===== src/rtl/arb_pkg.sv =====
// Shared types and defaults for the arbitrated output mux.
package arb_pkg;

  typedef enum logic {
    ARB_FIXED = 1'b0,
    ARB_RR    = 1'b1
  } arb_mode_t;

  localparam int DEF_WIDTH = 32;

endpackage


===== src/rtl/arb_pick.sv =====
// Combinational winner search: fixed priority from 0,
// or rotating from ptr with wrap at NUM_CH-1.
module arb_pick
  import arb_pkg::*;
#(
  parameter int NUM_CH = 8,
  parameter int SEL_W  = $clog2(NUM_CH)
) (
  input  logic [NUM_CH-1:0] req,
  input  logic [SEL_W-1:0]  ptr,
  input  arb_mode_t         mode,
  output logic [NUM_CH-1:0] grant,
  output logic [SEL_W-1:0]  idx,
  output logic              found
);

  always_comb begin
    int start;
    int c;
    grant = '0;
    idx   = '0;
    found = 1'b0;
    start = (mode == ARB_RR) ? int'(ptr) : 0;
    c     = 0;
    for (int k = 0; k < NUM_CH; k++) begin
      c = start + k;
      if (c >= NUM_CH) c = c - NUM_CH;
      if (!found && c < NUM_CH && req[c]) begin
        found    = 1'b1;
        idx      = SEL_W'(c);
        grant[c] = 1'b1;
      end
    end
  end

endmodule


===== src/rtl/arb_mux_nb.sv =====
// Registered N-to-1 selector with built-in arbitration
// and a one-entry valid/ready output stage.
module arb_mux_nb
  import arb_pkg::*;
#(
  parameter int NUM_CH = 8,
  parameter int WIDTH  = DEF_WIDTH,
  localparam int SEL_W = $clog2(NUM_CH)
) (
  input  logic                    clk,
  input  logic                    reset,
  input  logic [NUM_CH-1:0]       in_valid,
  input  logic [NUM_CH*WIDTH-1:0] in_data,
  output logic [NUM_CH-1:0]       in_ready,
  input  logic                    mode,
  output logic                    out_valid,
  output logic [WIDTH-1:0]        out_data,
  output logic [SEL_W-1:0]        out_sel,
  input  logic                    out_ready
);

  logic              out_valid_q, out_valid_d;
  logic [WIDTH-1:0]  out_data_q, out_data_d;
  logic [SEL_W-1:0]  out_sel_q, out_sel_d;
  logic [SEL_W-1:0]  ptr_q, ptr_d;

  logic              can_load;
  logic [NUM_CH-1:0] req;
  logic [NUM_CH-1:0] grant;
  logic [SEL_W-1:0]  win;
  logic              found;

  // Reset gates requests so the release edge never grants.
  assign can_load = !out_valid_q || out_ready;
  assign req      = (reset || !can_load) ? '0 : in_valid;

  arb_pick #(
    .NUM_CH(NUM_CH),
    .SEL_W (SEL_W)
  ) u_pick (
    .req  (req),
    .ptr  (ptr_q),
    .mode (arb_mode_t'(mode)),
    .grant(grant),
    .idx  (win),
    .found(found)
  );

  assign in_ready = grant;

  always_comb begin
    out_valid_d = out_valid_q;
    out_data_d  = out_data_q;
    out_sel_d   = out_sel_q;
    ptr_d       = ptr_q;
    if (found) begin
      out_valid_d = 1'b1;
      out_data_d  = in_data[int'(win)*WIDTH +: WIDTH];
      out_sel_d   = win;
      ptr_d       = (win == SEL_W'(NUM_CH-1)) ? '0 : win + 1'b1;
    end else if (out_ready) begin
      out_valid_d = 1'b0;
    end
  end

  always_ff @(posedge clk or posedge reset) begin
    if (reset) begin
      out_valid_q <= 1'b0;
      out_data_q  <= '0;
      out_sel_q   <= '0;
      ptr_q       <= '0;
    end else begin
      out_valid_q <= out_valid_d;
      out_data_q  <= out_data_d;
      out_sel_q   <= out_sel_d;
      ptr_q       <= ptr_d;
    end
  end

  assign out_valid = out_valid_q;
  assign out_data  = out_data_q;
  assign out_sel   = out_sel_q;

endmodule


===== config.mk =====
export PLATFORM = sky130hd
export DESIGN_NAME = arb_mux_nb
export DESIGN_NICKNAME = d
export VERILOG_FILES = /design/src/rtl/arb_pkg.sv /design/src/rtl/arb_pick.sv /design/src/rtl/arb_mux_nb.sv
export SDC_FILE = /design/constraint.sdc
export NUM_CORES = 1
export LEC_CHECK = 0
export ABC_CLOCK_PERIOD_IN_PS = 9190
export BUFFER_PORTS_ARGS = -buffer_cell sky130_fd_sc_hd__buf_4
export CORE_MARGIN = 10
export CORE_UTILIZATION = 38
export DETAILED_ROUTE_END_ITERATION = 6
export PLACE_DENSITY = 0.73
export SLEW_MARGIN = 20
export SYNTH_ARGS = -nofsm -noshare
export SYNTH_HDL_FRONTEND = slang
export SYNTH_HIERARCHICAL = 1
export SYNTH_SLANG_ARGS = --single-unit

===== constraint.sdc =====
create_clock -name clk -period 9.19 [get_ports clk]
set_clock_uncertainty 0.15 [all_clocks]
set_input_delay 0.4595 -clock clk [delete_from_list [all_inputs] [get_ports clk]]
set_output_delay 0.4595 -clock clk [all_outputs]
set_load 0.01 [all_outputs]

==> results by group <==
Logic synthesis
  • Fraction of registers with async set/reset: 100.0%
  • Synth cell types: 66
  • Register area share after synthesis: 20.92%
  • Area of the mapped netlist: 4666 um^2
  • Synth Register Bits: 39
  • Yosys warning count: 6
  • Synthesized area per cell: 11.08 um^2
  • Post-synth EDFFs: 0
  • Syn_nets: 698
  • Predominant post-synthesis flop cell: dfrtp_1
  • Syn Inst Count: 421

Critical path
  • Setup slack, reg-to-reg: 2.93 ns
  • Cells along the critical path: and2_4 > inv_6 > ha_1 > a31oi_2 > mux4_2 > mux2i_2 > nand2_1 > nor4_4 > a2111oi_0 > a41oi_4 > buf_4 > mux4_2 > a221o_1
  • CP max stage cell: mux4_2
  • CP Depth: 13
  • Worst Path Arrival: 6.27 ns
  • Cell class contributing the biggest share of worst-path delay: compound AO/OA/AOI/OAI gates
  • Crit path kind: reg -> reg
  • Crit-path max cell delay: 0.63 ns
  • Crit path launch: ptr_q[0]
  • CP most frequent cell: mux4_2
  • Reg2Reg Depth: 13
  • Worst setup EP type: flip-flop
  • Critical Path Start Type: flip-flop
  • Crit path buf inv count: 2
  • Worst Path Required: 9.21 ns
  • CP Capture Point: out_data[19]
  • R2r endpoint: out_data[19]
  • CP max FO: 25
  • Worst reg2reg startpoint: ptr_q[0]

STA
  • Slew headroom: 40.96%
  • Slew Viols, Final: 0
  • Final Hold Vio Count: 0
  • Setup TNS: 0 ns
  • Fmax: 159.8 MHz
  • Post-route worst setup slack: 2.933 ns
  • RSZ-0062 raised after global routing: no
  • Worst Tran Pin Value: 0.8842 ns
  • Setup-failing EPs final: 0
  • Tmin final: 6.257 ns
  • Final period util: 68.09%

Clock network
  • Worst-Skew Late Latency: 0.28 ns
  • Num CTS Buffers: 5
  • Setup bufs post-CTS: 0
  • Clk sinks: 39
  • H-Tree Depth: 2
  • Hold_buf cts: 0
  • Worst-path clk slew: 0.06 ns
  • Resized cells post-CTS: 0
  • CTS Buffer Depth: 2
  • Clk root buf: clkbuf_16
  • CTS tree: built

Die
  • Die area: 17110 um^2
  • Num ports: 312
  • Row cnt: 40
  • Initial Util: 38.84%
  • Core area: 12010 um^2
  • Die X: 130.8 um
  • Die height: 130.8 um

Pwr
  • Pleak: 3.372 nW
  • PwrDens: 401.3 nW/um^2
  • Max VDD drop: 0.0003169 V
  • PnR Total Power: 2.904 mW

Global routing
  • Total congestion overflow: 0
  • Total track usage: 25.23%
  • Initial antenna violation count: 2
  • Vias in the first global route: 5491
  • Pin count of the biggest net entering global routing: 54
  • First-pass GRT wire length: 32750 um

Route
  • DRT iter0 DRCs: 420
  • Via count: 5137
  • Mean routed wirelength per cell: 27.11 um
  • Vias per Instance: 5.980
  • Final ANT Viol Nets: 0
  • DRC: 0
  • DRT Pass-1 Iters: 5
  • DRT Wirelength: 23290 um

Flow run
  • Max-cap violation count: 0

Worst hold path
  • HP Class: in -> async

Place
  • GPL Wtd Cong: 0.9473
  • Placement Setup Slack: 2.480 ns
  • DP HPWL: 19500 um
  • PortBufs: 311

Final layout
  • Most common cell after layout, fill and taps aside: buf_4
  • Layout cell share with drive strength beyond 1: 55.99%
  • Layout net count: 985
  • Most frequent cells in the layout: buf_4, mux2i_1, mux4_2, dfrtp_1, a221o_1
  • Util after Layout: 60.23%
  • Area growth from synthesis to layout: 55.06%

Status
  • Status: finished, final reports clean
-- power by group --
part	total [mW]	internal [mW]	switching (mW)
registers	0.353	0.285	0.0684
clock network	0.204	0.128	0.0753
logic	2.35	1.18	1.17
total	2.90	1.59	1.31
-- how the worst min path moves through the flow --
stage	from	slack, ns	end	depth (start not counted)
finish	reset	0.23	out_data[4]	2
global placement	out_sel[1]	0.34	out_sel[1]	1
detailed placement	out_sel[0]	0.35	out_sel[0]	1
CTS	reset	0.27	ptr_q[2]	2
global route	reset	0.30	out_data[4]	2
floorplan	ptr_q[2]	0.34	ptr_q[2]	1
-- metal layers --
layer | share of wire, % | global-route usage [%]
met1 | 35 | 27.41
met2 | 55 | 46.92
met3 | 6.7 | 5.963
met4 | 2.9 | 8.306
met5 | 0 | 0
-- cell type report --
| class | count | area (um^2) |
|---|---|---|
| diodes | 3 | 7.507 |
| multi-input cells | 337 | 3435 |
| fillers | 1016 | 4777 |
| flip-flops and latches | 39 | 975.9 |
| clock buffers | 5 | 125.1 |
| well taps | 147 | 183.9 |
| clock inverters | 3 | 43.79 |
| inverters | 7 | 31.28 |
| repair buffers | 318 | 2432 |
-- state kept, by name, indices dropped and copies added, names as in the netlist --
name,flops
out_data,32
ptr_q,3
out_valid,1
out_sel,3
-- synthesized netlist by cell type, types with 3 or more instances --
library cell,count,area share [%]
mux2i_1,79,17
dfrtp_1,39,21
mux4_2,39,19
a221o_1,34,7.3
o22ai_1,32,4.3
nand2_1,22,1.8
clkbuf_1,14,1.1
a21oi_1,13,1.4
and2_1,10,1.3
mux2_2,10,2.4
nor2_1,10,0.80
buf_4,9,1.4
ha_1,9,2.4
buf_2,7,0.75
nor3_1,7,0.75
nand3_1,5,0.54
a32oi_1,4,0.75
a211o_1,3,0.56
a221oi_1,3,0.56
a31oi_1,3,0.40
buf_12,3,1.3
inv_1,3,0.24
mux4_1,3,1.7
-- metrics by stage --
stage / instance area [um^2] / instances / hold slack, ns
final: 7234 / 859 / 0.2301
after floorplan: 4666 / 421 / 0.3365
after global placement: 7010 / 846 / 0.3445
after CTS: 7179 / 854 / 0.2679
after global routing: 7232 / 858 / 0.3025
after detailed placement: 7010 / 846 / 0.3467
-- kinds of logic (layout without fill, tap and decap cells) --
group | after synthesis | in the layout | synth area share (%)
mux | 135 | 135 | 41.30
compound gates | 116 | 116 | 19.42
simple gates | 75 | 75 | 9.252
buf+inv | 45 | 333 | 6.329
flops | 39 | 39 | 20.92
fa+ha+maj | 9 | 9 | 2.414
xor+xnor | 2 | 2 | 0.3755
other cells | 0 | 3 | 0
Power figures use the tool's default switching activity.
